## src/rtl/pipelined_cla_addsub_if.sv

```systemverilog
// Operand/result handshake bundle for the pipelined CLA adder/subtractor.
interface pipelined_cla_addsub_if #(
  parameter int unsigned WIDTH = 16
);
  logic [WIDTH-1:0] A;
  logic [WIDTH-1:0] B;
  logic             as;
  logic [1:0]       sat;
  logic             in_valid;
  logic             in_ready;
  logic [WIDTH-1:0] sum;
  logic             cout;
  logic             ovf;
  logic             out_valid;
  logic             out_ready;

  // Producer/consumer side
  modport master (
    output A, B, as, sat, in_valid, out_ready,
    input  in_ready, sum, cout, ovf, out_valid
  );

  // Adder side
  modport slave (
    input  A, B, as, sat, in_valid, out_ready,
    output in_ready, sum, cout, ovf, out_valid
  );
endinterface

```

## src/rtl/pipelined_cla_addsub.sv

```systemverilog
// Pipelined two-level carry-lookahead adder/subtractor with saturation modes,
// signed overflow flag and a stall-all valid/ready pipeline.
module pipelined_cla_addsub #(
  parameter int unsigned WIDTH  = 16,
  parameter int unsigned BLOCK  = 4,
  parameter int unsigned STAGES = 2
) (
  input  logic                  clk,
  input  logic                  reset,
  pipelined_cla_addsub_if.slave bus
);
  localparam int unsigned MSB  = WIDTH - 1;
  localparam int unsigned NGRP = WIDTH / BLOCK;
  // Result-carrying stages; with a single stage the result is formed from the ports.
  localparam int unsigned NRES = (STAGES > 1) ? STAGES - 1 : 1;

  typedef struct packed {
    logic             vld;
    logic [WIDTH-1:0] a;
    logic [WIDTH-1:0] b;
    logic             as;
    logic [1:0]       sat;
  } op_t;

  typedef struct packed {
    logic             vld;
    logic [WIDTH-1:0] sum;
    logic             cout;
    logic             ovf;
  } res_t;

  op_t              in_op;
  op_t              op_src;
  op_t              op_d;
  op_t              op_q;
  res_t             res_new;
  res_t             res_d [NRES];
  res_t             res_q [NRES];
  logic [WIDTH-1:0] b_eff;
  logic [WIDTH-1:0] add_raw;
  logic [WIDTH-1:0] sat_sum;
  logic             add_cout;
  logic             add_ovf;
  logic             adv;

  // Two-level CLA: bit P/G -> group P/G -> group carries -> bit carries. Returns {cout, raw}.
  function automatic logic [WIDTH:0] cla_add(
    input logic [WIDTH-1:0] a,
    input logic [WIDTH-1:0] b,
    input logic             cin
  );
    logic [WIDTH-1:0] p;
    logic [WIDTH-1:0] g;
    logic [WIDTH-1:0] c;
    logic [NGRP-1:0]  gp;
    logic [NGRP-1:0]  gg;
    logic [NGRP:0]    gc;
    p = a ^ b;
    g = a & b;
    for (int unsigned k = 0; k < NGRP; k++) begin
      gp[k] = &p[k*BLOCK +: BLOCK];
      gg[k] = 1'b0;
      for (int unsigned j = 0; j < BLOCK; j++) begin
        gg[k] = g[k*BLOCK+j] | (p[k*BLOCK+j] & gg[k]);
      end
    end
    gc[0] = cin;
    for (int unsigned k = 0; k < NGRP; k++) begin
      gc[k+1] = gg[k] | (gp[k] & gc[k]);
    end
    for (int unsigned k = 0; k < NGRP; k++) begin
      c[k*BLOCK] = gc[k];
      for (int unsigned j = 1; j < BLOCK; j++) begin
        c[k*BLOCK+j] = g[k*BLOCK+j-1] | (p[k*BLOCK+j-1] & c[k*BLOCK+j-1]);
      end
    end
    return {gc[NGRP], p ^ c};
  endfunction

  // Gather the input beat from the bus
  always_comb begin
    in_op.vld = bus.in_valid;
    in_op.a   = bus.A;
    in_op.b   = bus.B;
    in_op.as  = bus.as;
    in_op.sat = bus.sat;
  end

  // Add/subtract, flag and saturate the operands feeding the first result stage
  always_comb begin
    op_src  = (STAGES == 1) ? in_op : op_q;
    b_eff   = op_src.b ^ {WIDTH{op_src.as}};
    {add_cout, add_raw} = cla_add(op_src.a, b_eff, op_src.as);
    add_ovf = (op_src.a[MSB] == b_eff[MSB]) && (add_raw[MSB] != op_src.a[MSB]);
    sat_sum = add_raw;
    case (op_src.sat)
      2'b01: begin
        if (!op_src.as && add_cout) begin
          sat_sum = {WIDTH{1'b1}};
        end else if (op_src.as && !add_cout) begin
          sat_sum = {WIDTH{1'b0}};
        end
      end
      2'b10: begin
        if (add_ovf) begin
          sat_sum = op_src.a[MSB] ? {1'b1, {(WIDTH-1){1'b0}}} : {1'b0, {(WIDTH-1){1'b1}}};
        end
      end
      default: sat_sum = add_raw;
    endcase
    res_new.vld  = op_src.vld;
    res_new.sum  = sat_sum;
    res_new.cout = add_cout;
    res_new.ovf  = add_ovf;
  end

  // Whole pipeline advances together unless a valid result is being refused
  always_comb begin
    adv   = !(res_q[NRES-1].vld && !bus.out_ready);
    op_d  = op_q;
    res_d = res_q;
    if (adv) begin
      op_d     = in_op;
      res_d[0] = res_new;
      for (int unsigned i = 1; i < NRES; i++) begin
        res_d[i] = res_q[i-1];
      end
    end
  end

  // Stage registers; reset discards everything in flight
  always_ff @(posedge clk) begin
    if (reset) begin
      op_q <= '0;
      for (int unsigned i = 0; i < NRES; i++) begin
        res_q[i] <= '0;
      end
    end else begin
      op_q <= op_d;
      for (int unsigned i = 0; i < NRES; i++) begin
        res_q[i] <= res_d[i];
      end
    end
  end

  assign bus.in_ready  = adv;
  assign bus.out_valid = res_q[NRES-1].vld;
  assign bus.sum       = res_q[NRES-1].sum;
  assign bus.cout      = res_q[NRES-1].cout;
  assign bus.ovf       = res_q[NRES-1].ovf;

endmodule

```

## src/flat_wrapper.sv

```systemverilog
// flat-port wrapper written by rule: the top's interface ports become plain ports
module pipelined_cla_addsub_flat 
#(
  parameter int unsigned WIDTH  = 16,
  parameter int unsigned BLOCK  = 4,
  parameter int unsigned STAGES = 2
)
  (clk, reset, bus_A, bus_B, bus_as, bus_sat, bus_in_valid, bus_out_ready, bus_in_ready, bus_sum, bus_cout, bus_ovf, bus_out_valid);
  pipelined_cla_addsub_if #(.WIDTH(WIDTH)) bus_i ();
  input  logic clk;
  input  logic reset;
  input wire logic [$bits(bus_i.A)-1:0] bus_A;
  input wire logic [$bits(bus_i.B)-1:0] bus_B;
  input wire logic [$bits(bus_i.as)-1:0] bus_as;
  input wire logic [$bits(bus_i.sat)-1:0] bus_sat;
  input wire logic [$bits(bus_i.in_valid)-1:0] bus_in_valid;
  input wire logic [$bits(bus_i.out_ready)-1:0] bus_out_ready;
  output wire logic [$bits(bus_i.in_ready)-1:0] bus_in_ready;
  output wire logic [$bits(bus_i.sum)-1:0] bus_sum;
  output wire logic [$bits(bus_i.cout)-1:0] bus_cout;
  output wire logic [$bits(bus_i.ovf)-1:0] bus_ovf;
  output wire logic [$bits(bus_i.out_valid)-1:0] bus_out_valid;
  assign bus_i.A = bus_A;
  assign bus_i.B = bus_B;
  assign bus_i.as = bus_as;
  assign bus_i.sat = bus_sat;
  assign bus_i.in_valid = bus_in_valid;
  assign bus_i.out_ready = bus_out_ready;
  assign bus_in_ready = bus_i.in_ready;
  assign bus_sum = bus_i.sum;
  assign bus_cout = bus_i.cout;
  assign bus_ovf = bus_i.ovf;
  assign bus_out_valid = bus_i.out_valid;
  pipelined_cla_addsub #(.WIDTH(WIDTH), .BLOCK(BLOCK), .STAGES(STAGES)) u_core (.clk(clk), .reset(reset), .bus(bus_i));
endmodule
```

## config.mk

```make
export PLATFORM = sky130hd
export DESIGN_NAME = pipelined_cla_addsub_flat
export DESIGN_NICKNAME = d
export VERILOG_FILES = /design/src/rtl/pipelined_cla_addsub_if.sv /design/src/rtl/pipelined_cla_addsub.sv /design/src/flat_wrapper.sv
export SDC_FILE = /design/constraint.sdc
export NUM_CORES = 1
export LEC_CHECK = 0
export ABC_AREA = 1
export BUFFER_PORTS_ARGS = -buffer_cell sky130_fd_sc_hd__buf_2
export CAP_MARGIN = 40
export CORE_ASPECT_RATIO = 1.4
export CORE_MARGIN = 1.5
export CORE_UTILIZATION = 50
export CTS_CLUSTER_DIAMETER = 200
export CTS_CLUSTER_SIZE = 30
export DETAILED_ROUTE_END_ITERATION = 12
export PLACE_DENSITY_LB_ADDON = 0.05
export RECOVER_POWER = 100
export SKIP_CTS_REPAIR_TIMING = 1
export SLEW_MARGIN = 40
export SYNTH_ARGS = -nofsm -noshare
export SYNTH_HDL_FRONTEND = slang
export SYNTH_SLANG_ARGS = --single-unit
```

## constraint.sdc

```tcl
create_clock -name clk -period 4.57 [get_ports clk]
set_input_delay 0.914 -clock clk [delete_from_list [all_inputs] [get_ports clk]]
set_output_delay 0.914 -clock clk [all_outputs]
set_load 0.01 [all_outputs]
```

# Word level (Yosys, flattened, before mapping)

Index checks and enable logic that the tools add are counted.

Flip-flop bits (word level): 55
Word-level logic and storage cells: 90
Bits of input ports: 39

Reductions and logical operators: 12
Multiplexer cells: 5
Bitwise logic cells: 60
Eq/ne operators: 4

Operator list:

| cell                                                | number |
|---|---|
| 2-to-1 mux 16 bit                                   | 4 |
| bitwise XOR 16 bit                                  | 3 |
| one-hot mux 16 bit (2 select lines)                 | 1 |
| AND 1 bit                                           | 28 |
| bitwise OR 1 bit                                    | 28 |
| AND 16 bit                                          | 1 |
| AND reduction 4 bit                                 | 4 |
| logical AND 1 bit                                   | 4 |
| zero test 1 bit                                     | 4 |
| equality test 2 x 1 -> 1 bit, second input constant | 1 |
| equality test 2 bit, second input constant          | 1 |
| equality test 1 bit                                 | 1 |
| != test 1 bit                                       | 1 |

# Longest topological paths before layout

Gate-level depths: netlist (run 1).

Depth in word-level cells: 24
Depth in mapped cells: 23
Depth with buffers taken out: 21

# Worst setup path before layout (run 1)

No wires, ideal clock.

Path kind: reg-to-reg
From: register u_core.op_q[2] in the netlist's numbering
To: register u_core.res_q, in the netlist u_core.bus.sum[10]
Path slack: 0.288 ns
Arrival: 4.144 ns
Data required time: 4.431 ns
Stages on the path, launching flop included: 23
Setup time: 0.139 ns
Clock period less this slack: 4.282 ns
Path through: dfxtp_1 buf_1 buf_2 xor2_1 ha_1 nand3_1 nand3_1 a21oi_1 nand2_2 nand2_2 nand2_2 fa_1 fa_1 fa_1 inv_1 nor3_1 inv_1 clkbuf_1 nand2_1 a21oi_1 nand2_1 nand2_1 a21oi_2

Word-level cells in the longest chain between the ends: 24

RTL lines:

| element                                          | line                                                   | RTL |
|---|---|---|
| from (decl)                                      | pipelined_cla_addsub.sv:35                             | `op_t op_q;` |
| from (signal assigned)                           | pipelined_cla_addsub.sv:139                            | `op_q <= op_d;` |
| bitwise XOR 16 bit                               | pipelined_cla_addsub.sv:92                             | `b_eff = op_src.b ^ {WIDTH{op_src.as}};` |
| bitwise XOR 16 bit or AND 16 bit (tied branches) | pipelined_cla_addsub.sv:58, pipelined_cla_addsub.sv:59 |  |
| AND 1 bit                                        | pipelined_cla_addsub.sv:64                             | `gg[k] = g[k*BLOCK+j] \| (p[k*BLOCK+j] & gg[k]);` |
| bitwise OR 1 bit                                 | pipelined_cla_addsub.sv:64                             |  |
| AND 1 bit                                        | pipelined_cla_addsub.sv:64                             |  |
| bitwise OR 1 bit                                 | pipelined_cla_addsub.sv:64                             |  |
| AND 1 bit                                        | pipelined_cla_addsub.sv:64                             |  |
| bitwise OR 1 bit                                 | pipelined_cla_addsub.sv:64                             |  |
| (+8 left out)                                    | -                                                      |  |
| bitwise OR 1 bit                                 | pipelined_cla_addsub.sv:74                             | `c[k*BLOCK+j] = g[k*BLOCK+j-1] \| (p[k*BLOCK+j-1] & c[k*BLOCK+j-1]);` |
| AND 1 bit                                        | pipelined_cla_addsub.sv:74                             |  |
| bitwise OR 1 bit                                 | pipelined_cla_addsub.sv:74                             |  |
| bitwise XOR 16 bit                               | pipelined_cla_addsub.sv:77                             | `return {gc[NGRP], p ^ c};` |
| != test 1 bit                                    | pipelined_cla_addsub.sv:94                             | `add_ovf = (op_src.a[MSB] == b_eff[MSB]) && (add_raw[MSB] != op_src.a[MSB]);` |
| logical AND 1 bit                                | pipelined_cla_addsub.sv:94                             |  |
| 2-to-1 mux 16 bit                                | pipelined_cla_addsub.sv:105                            | `if (add_ovf) begin` |
| one-hot mux 16 bit (2 select lines) (*)          | pipelined_cla_addsub.sv:96                             | `case (op_src.sat)` |
| to (signal, indexed assignment)                  | pipelined_cla_addsub.sv:141                            | `res_q[i] <= res_d[i];` |
| to (decl)                                        | pipelined_cla_addsub.sv:38                             | `res_t res_q [NRES];` |

Mark *: on every way between the ends. The rest lies on a longest branch, timed or not.
A chain may end at the register's enable or synchronous reset.

# Worst setup path in the final report (run 1)

From: register u_core.op_q[2] in the netlist's numbering
To: register u_core.res_q, in the netlist u_core.bus.sum[3]

Same word-level chain as after synthesis.

==> results.md, run 1 <==
| Item | Reported |
|:---|:---|
| Antenna violations before repair | 0 |
| Final-layout setup total negative slack | 0 ns |
| Tcrit/Tclk final | 91.0% |
| Area occupied by multi-input gates | 0.00194 mm2 |
| Slew HR | 22.9% |
| Detailed-route DRC error count | 1 |
| Dominant combinational cell family by area after synthesis | simple AND/OR/NAND/NOR gates |
| Kind of path behind the tightest hold check | reg -> reg |
| Clock transition at path regs | 0.09 ns |
| CTS tree | done |
| Net switching share of the total power | 33.9% |
| Kind of critical path | reg -> reg |
| Count of fill cells added during filler insertion | 669 |
| Count of synthesis-stage warnings from yosys | 0 |
| Overflow after GRT | 0 |
| CTS HTree Levels | 2 |
| Xor-xnor portion of the synthesized cell area | 5.06% |
| CP endpoint kind | register |
| Storage cell area | 0.00110 mm2 |
| Total via count in the routed design | 2,843 |
| # placed instances | 571 |
| Adder-cell area share of the yosys netlist | 13.6% |
| Max-capacitance violation count | 0 |
| Setup Skew | 0.00435 ns |
| Cell chosen for the clock root | sky130_fd_sc_hd__clkbuf_8 |
| Power Density | 353 mW/mm2 |
| Initial core utilization | 52.2% |
| Yosys cell types | 23 |
| WL per Instance | 11.5 um |
| Synth Area in Simple Gates | 23.8% |
| Aggregate routed wire length | 6640 um |
| Minimum clock period after layout | 4.16 ns |
| Share of cells above drive strength 1 | 12.6% |
| Total iterations of the first detailed-routing run | 10 |
| Static leakage | 1.92 nW |
| Flip-flop and latch count after synthesis | 55 |
| Maximum frequency from static timing analysis | 241 MHz |
| Detailed-placement wirelength estimate | 4940 um |
| Mux cell area share after synthesis | 0% |
| Failing checks | design-rule violations |
| Portion of total power attributed to sequential cells | 43.5% |
| Biggest area contributors in the synthesized netlist | sky130_fd_sc_hd__dfxtp_1 33%, sky130_fd_sc_hd__nand2_1 12%, sky130_fd_sc_hd__nor2_1 8.8%, sky130_fd_sc_hd__o21ai_0 8.5%, sky130_fd_sc_hd__ha_1 6.9% |
| R2R Setup Slk | 0.41 ns |
| Clk pwr share | 24.2% |
| Number of stages on the worst hold path | 2 |
| Slowest cell on the critical path | sky130_fd_sc_hd__dfxtp_2 |
| Placer Congestion | 0.797 |
| Yosys top cell area share | 33.5% |
| Cell count after synthesis | 463 |
| Result of the run | finished with violations |
| Worst Path Required | 4.76 ns |
| Source-to-sink clock delay at the later pin of the worst-skew pair | 0.31 ns |
| TritonCTS Sinks | 55 |
| Count of final max-slew check failures | 0 |
| Actual slew at the worst max-slew pin | 1.16 ns |
| Share of total power in combinational logic | 32.2% |
| Endpoint of the lowest-slack register-to-register path | u_core.bus.sum[3] |
| Hold violation total from the final report | 0 |
| TritonCTS buffer count | 5 |
| Post-synthesis compound-gate area fraction | 16.8% |
| Number of port buffers | 58 |
| Worst-path fanout max | 15 |
| Antenna cell count | 0 |
| Crit path arrival time | 4.35 ns |
| Initial drt markers | 73 |
| Number of antenna-violating nets in the routed design | 0 |
| First-pass GRT wire length | 11,300 um |
| Die Height | 98.9 um |
| Maximum vdd ir drop | 0.000224 V |
| Total number of placement rows | 34 |
| Switching power summed over all nets | 0.437 mW |
| Number of primary I/O pins | 59 |
| Min-Delay Endpoint | u_core.bus.out_valid |
| Area of the mapped netlist | 0.00329 mm2 |
| Gr usage total | 19.6% |
| Cells along the critical path | buf_4 > xor2_1 > ha_1 > a21oi_1 > o21bai_1 > a21oi_1 > nand2_2 > fa_1 > fa_1 > fa_1 > inv_1 > nor3_1 > inv_1 > nand2_1 > a21oi_1 > nand2_1 > nand2_1 > a21oi_1 |
| Sequential fraction of the synthesis area | 33.5% |
| Vias in the first global route | 2,574 |
| Yosys top cell by area | sky130_fd_sc_hd__dfxtp_1 |
| Dominant cell type by count on the critical path | sky130_fd_sc_hd__a21oi_1 |
| R2r startpoint | u_core.op_q[2] |
| Maximum cell stage delay along the critical path | 0.53 ns |
| CORE AREA | 0.00630 mm2 |
| Area of the die | 0.00708 mm2 |
| Unrepaired setup endpoints after global routing | no |
| HP Start | u_core.op_q[35] |
| Element type at the critical path start | register |
| Synthesized net count | 531 |
| Number of nets in the finished design | 574 |
| Die span in x | 71.5 um |
| Vias per inst | 4.92 |
| Post-route non-filler standard cell count | 578 |
| Internal Pwr Total | 0.851 mW |
| Mean area per synthesized cell | 7.10 um2 |
| Total setup violations reported at the end of the flow | 0 |
| Synthesis-to-layout area growth | 10.9% |
| Longest Clk Path Bufs | 2 |
| R2R cell count | 18 |
| Maximum number of pins on one net before global-route repair | 55 |
-- synthesized netlist by cell type --
library cell               instances
sky130_fd_sc_hd__buf_2             1
sky130_fd_sc_hd__clkinv_1          2
sky130_fd_sc_hd__buf_6             2
sky130_fd_sc_hd__a21oi_1          33
sky130_fd_sc_hd__xor2_1           16
sky130_fd_sc_hd__o21bai_1          4
sky130_fd_sc_hd__nor2_1           77
sky130_fd_sc_hd__inv_1            30
sky130_fd_sc_hd__dfxtp_1          55
sky130_fd_sc_hd__xnor2_1           3
sky130_fd_sc_hd__nand3_1           7
sky130_fd_sc_hd__o211ai_1          1
sky130_fd_sc_hd__clkbuf_1         21
sky130_fd_sc_hd__a21oi_2           8
sky130_fd_sc_hd__nand2_1         105
sky130_fd_sc_hd__nor3_1            2
sky130_fd_sc_hd__nand2_2           7
sky130_fd_sc_hd__fa_1             11
sky130_fd_sc_hd__inv_2             2
sky130_fd_sc_hd__nand2_4           1
sky130_fd_sc_hd__ha_1             18
sky130_fd_sc_hd__buf_1             1
sky130_fd_sc_hd__o21ai_0          56
-- stage by stage --
step | worst slack, ns | instance area (um2) | hold slack [ns] | power, mW | util, %
after floorplan | 0.288 | 3290 | 0.441 | 0.893 | -
after global placement | 0.352 | 3580 | 0.463 | 0.985 | 56.9
after detailed placement | 0.209 | 3580 | 0.479 | 0.998 | 56.9
after CTS | 0.175 | 3680 | 0.501 | 1.31 | 58.5
after global routing | 0.0256 | 3650 | 0.527 | 1.39 | 57.9
final | 0.413 | 3650 | 0.495 | 1.29 | 57.9
-- layout by cell type (no fill, tap or decap), drive strengths merged --
cell,Yosys,layout
ha,18,18
o21ai,56,56
nand3,7,7
clkinv,2,2
a21oi,41,41
o21bai,4,4
inv,32,32
fa,11,11
clkbuf,21,27
nor2,77,77
o211ai,1,1
buf,4,40
xor2,16,16
dfxtp,55,55
bufinv,0,1
nand2,113,113
nor3,2,2
xnor2,3,3
-- final cells by class --
class                           count  share of cell area [%]
Clock inverter                      1                   0.824
Clock buffer                        6                    1.99
Multi-Input combinational cell    349                    53.2
Inverter                           34                    3.50
Timing Repair Buffer               61                    7.79
Tap cell                           72                    2.47
Sequential cell                    55                    30.2
-- metal layers --
| metal | wire length, um | vias up | GRT usage (%) |
|---|---|---|---|
| li1 | - | 1550 | - |
| met1 | 3170 | 1231 | 25.2 |
| met2 | 3160 | 56 | 33.8 |
| met3 | 222 | 6 | 2.97 |
| met4 | 87 | 0 | 5.81 |
| met5 | 0 | - | 0 |
-- worst max-delay path by stage --
stage,slack (ns),startpoint,end,cells past startpoint
4_1_cts,0.18,u_core.op_q[2],u_core.bus.sum[3],18
3_5_place_dp,0.21,u_core.op_q[2],u_core.bus.sum[3],18
5_1_grt,0.03,u_core.op_q[2],u_core.bus.sum[3],18
3_3_place_gp,0.35,u_core.op_q[2],u_core.bus.sum[10],18
2_1_floorplan,0.29,u_core.op_q[2],u_core.bus.sum[10],22
6_report,0.41,u_core.op_q[2],u_core.bus.sum[3],18
-- power groups by stage --
stage	sequential, mW	clock, mW	combinational, mW
final	0.561	0.312	0.415
after global routing	0.568	0.338	0.484
after CTS	0.561	0.323	0.429
after detailed placement	0.571	0	0.427
after global placement	0.570	0	0.415
after floorplan	0.579	0	0.313
-- registers in the layout, summed over array words and instances, names as in the netlist --
signal / flops
u_core.bus.sum: 16
u_core.bus.ovf: 1
u_core.bus.out_valid: 1
u_core.op_q: 36
u_core.bus.cout: 1
-- cells by family (layout without fill, tap and decap cells) --
group           after synthesis  in the layout
compound gates              102            102
xor+xnor                     19             19
fa+ha+maj                    29             29
buf+inv                      59            102
flops                        55             55
simple gates                199            199
-- critical path: cells and delay by family, from the launching register on --
family | cells | cell delay, ns
AOI/OAI and AO/OA | 5 | 0.57
xor gates and xnor gates | 1 | 0.25
adders and majority gates | 4 | 1.58
buffers and inverters | 3 | 0.71
DFF | 1 | 0.53
and+or+nand+nor | 5 | 0.40
No activity file was read; power rests on OpenSTA's default activity.
==> inputs of run 2 (changes only) <==
--- a/config.mk
+++ b/config.mk
@@ -8,14 +8,14 @@
 export ABC_AREA = 1
 export BUFFER_PORTS_ARGS = -buffer_cell sky130_fd_sc_hd__buf_2
 export CAP_MARGIN = 40
-export CORE_ASPECT_RATIO = 1.4
+export CORE_ASPECT_RATIO = 2
 export CORE_MARGIN = 1.5
-export CORE_UTILIZATION = 50
+export CORE_UTILIZATION = 51
 export CTS_CLUSTER_DIAMETER = 200
 export CTS_CLUSTER_SIZE = 30
 export DETAILED_ROUTE_END_ITERATION = 12
 export PLACE_DENSITY_LB_ADDON = 0.05
-export RECOVER_POWER = 100
+export RECOVER_POWER = 25
 export SKIP_CTS_REPAIR_TIMING = 1
 export SLEW_MARGIN = 40
 export SYNTH_ARGS = -nofsm -noshare
==> results.md, run 2 (same netlist as run 1, synthesis figures left out) <==
| Item | Reported | vs previous |
|:---|:---|:---|
| Synthesis-to-layout area growth | 13.2% |  |
| Setup Skew | 0.00432 ns | -0.0000231 ns |
| Static leakage | 1.95 nW | +1.3% |
| Kind of path behind the tightest hold check | reg -> reg |  |
| Worst Setup Slack, final | 0.493 ns | +0.0805 ns |
| Total setup violations reported at the end of the flow | 0 | unchanged |
| Element type at the critical path start | register |  |
| Total Power Consumption | 1.35 mW | +4.9% |
| Largest Register | u_core.op_q |  |
| TritonCTS buffer count | 5 | unchanged |
| Power Density | 363 mW/mm2 | +2.7% |
| Unrepaired setup endpoints after global routing | no |  |
| Post-route non-filler standard cell count | 593 | +2.6% |
| Placer Congestion | 0.835 | +4.8% |
| Crit path arrival time | 4.25 ns | -0.10 ns |
| Area of the die | 0.00696 mm2 | -1.6% |
| Max-capacitance violation count | 0 | unchanged |
| Maximum vdd ir drop | 0.000311 V | +39% |
| Number of nets in the finished design | 574 | unchanged |
| Initial drt markers | 80 | +9.6% |
| Vias per inst | 4.89 | -0.64% |
| Overflow after GRT | 0 | unchanged |
| Tcrit/Tclk final | 89.2% | -1.8 points |
| Gr usage total | 20.7% | +1.1 points |
| Clock transition at path regs | 0.07 ns | -0.02 ns |
| Actual slew at the worst max-slew pin | 0.753 ns | -0.404 ns |
| End-of-flow core utilization | 59.5% | +1.6 points |
| Longest Clk Path Bufs | 2 | unchanged |
| Cell chosen for the clock root | sky130_fd_sc_hd__clkbuf_16 |  |
| Maximum number of pins on one net before global-route repair | 68 | +24% |
| Total number of placement rows | 41 | +21% |
| Hold violation total from the final report | 0 | unchanged |
| Total iterations of the first detailed-routing run | 4 | -6 |
| Maximum frequency from static timing analysis | 245 MHz | +2.0% |
| Worst Path Required | 4.74 ns | -0.02 ns |
| First-pass GRT wire length | 11,300 um | -0.31% |
| Die span in x | 59.8 um | -16% |
| Source-to-sink clock delay at the later pin of the worst-skew pair | 0.30 ns | about the same |
| Initial core utilization | 52.5% | +0.31 points |
| Number of antenna-violating nets in the routed design | 0 | unchanged |
| Most frequent cells in the layout | 105 x sky130_fd_sc_hd__nand2_1, 76 x sky130_fd_sc_hd__nor2_1, 56 x sky130_fd_sc_hd__o21ai_0 |  |
| Vias in the first global route | 2,534 | -1.6% |
| Aggregate routed wire length | 6680 um | +0.60% |
| Antenna violations before repair | 0 | unchanged |
| WL per Instance | 11.3 um | -1.9% |
| Portion of total power attributed to sequential cells | 41.7% | -1.8 points |
| Number of port buffers | 58 | unchanged |
| CTS tree | done |  |
| Detailed-placement wirelength estimate | 5050 um | +2.2% |
| Antenna cell count | 0 | unchanged |
| Kind of critical path | reg -> reg |  |
| Flip-flop count of the largest register, all copies and words added | 36 | unchanged |
| Setup slack at placement | 0.252 ns | +0.0431 ns |
| Final-layout setup total negative slack | 0 ns | unchanged |
| Share of total power in combinational logic | 30.9% | -1.3 points |
| Share of cells above drive strength 1 | 14.4% | +1.8 points |
| Detailed-route DRC error count | 0 | -1 |
| CTS HTree Levels | 2 | unchanged |
| Count of final max-slew check failures | 0 | unchanged |
| Minimum clock period after layout | 4.08 ns | -0.0805 ns |
| Clk pwr share | 27.5% | +3.3 points |
| CP endpoint kind | register |  |
| Die Height | 117 um | +18% |
| Total via count in the routed design | 2,898 | +1.9% |
| # placed instances | 585 | +2.5% |
| Leading cell type in the layout, fill and taps excluded | sky130_fd_sc_hd__nand2_1 |  |
| TritonCTS Sinks | 55 | unchanged |
| Internal Pwr Total | 0.895 mW | +5.1% |
| Number of primary I/O pins | 59 | unchanged |
| CORE AREA | 0.00626 mm2 | -0.60% |
| Switching power summed over all nets | 0.456 mW | +4.4% |
| Net switching share of the total power | 33.8% | -0.16 points |
| Result of the run | finished, final reports clean |  |
| Worst-path fanout max | 15 | unchanged |
| Slew HR | 49.8% | +27 points |
## run 2: cell count changes in the layout (fill, tap and decap cells not counted), moves of 2 or more
| cell | previous run | this run |
|---|---|---|
| sky130_fd_sc_hd__clkbuf_1 | 22 | 19 |
| sky130_fd_sc_hd__buf_2 | 38 | 40 |
| sky130_fd_sc_hd__clkbuf_8 | 5 | 0 |
| sky130_fd_sc_hd__a21oi_2 | 5 | 8 |
| sky130_fd_sc_hd__clkbuf_16 | 0 | 5 |
| sky130_fd_sc_hd__a21oi_1 | 36 | 33 |
## run 2: final timing paths
| check | from | endpoint | slack, ns | cells past startpoint |
|---|---|---|---|---|
| min reg2reg | u_core.op_q[35] | u_core.bus.out_valid | 0.48 | 2 |
| max | u_core.op_q[2] | u_core.bus.sum[11] | 0.49 | 21 |
| max reg2reg | u_core.op_q[2] | u_core.bus.sum[11] | 0.49 | 21 |
| min | u_core.op_q[35] | u_core.bus.out_valid | 0.48 | 2 |
## run 2: worst max-delay path, stage by stage, from the launching register on
cell                      delay [ns]
sky130_fd_sc_hd__dfxtp_2        0.56
sky130_fd_sc_hd__xor2_1         0.26
sky130_fd_sc_hd__ha_1           0.27
sky130_fd_sc_hd__nand2_1        0.08
sky130_fd_sc_hd__nor2_1         0.04
sky130_fd_sc_hd__nor2_1         0.11
sky130_fd_sc_hd__nand2_2        0.09
sky130_fd_sc_hd__nand2_2        0.07
sky130_fd_sc_hd__nand2_2        0.07
sky130_fd_sc_hd__nand2_2        0.07
sky130_fd_sc_hd__nand2_2        0.06
sky130_fd_sc_hd__fa_1           0.43
sky130_fd_sc_hd__fa_1           0.44
sky130_fd_sc_hd__fa_1           0.43
sky130_fd_sc_hd__inv_1          0.10
sky130_fd_sc_hd__nor3_1         0.06
sky130_fd_sc_hd__inv_1          0.35
sky130_fd_sc_hd__nand2_1        0.10
sky130_fd_sc_hd__a21oi_1        0.16
sky130_fd_sc_hd__nand2_1        0.07
sky130_fd_sc_hd__nand2_1        0.07
sky130_fd_sc_hd__a21oi_2        0.05
## run 2: stage by stage
step	area, um2	hold slack [ns]
floorplan	3290	0.441
global placement	3600	0.466
detailed placement	3600	0.479
CTS	3740	0.485
global route	3720	0.517
finish	3720	0.482
## run 2: power groups by stage
stage | logic, mW | clock network [mW] | registers (mW)
after detailed placement | 0.425 | 0 | 0.574
after floorplan | 0.313 | 0 | 0.579
after CTS | 0.427 | 0.382 | 0.563
final | 0.417 | 0.371 | 0.563
after global routing | 0.486 | 0.399 | 0.570
after global placement | 0.414 | 0 | 0.572
## run 2: cell type report
| class | count | area [um2] |
|---|---|---|
| clock buffer | 6 | 129 |
| clock inverter | 2 | 12.5 |
| fill | 644 | 2540 |
| tap | 86 | 108 |
| sequential | 55 | 1100 |
| multi-input combinational | 349 | 1950 |
| timing repair buffer | 61 | 290 |
| inverter | 34 | 128 |
## run 2: routing by layer
metal / GRT usage (%) / share of wire [%]
met5: 0 / 0
met4: 7.70 / 1.7
met3: 3.77 / 3.2
met2: 36.7 / 53
met1: 23.9 / 42
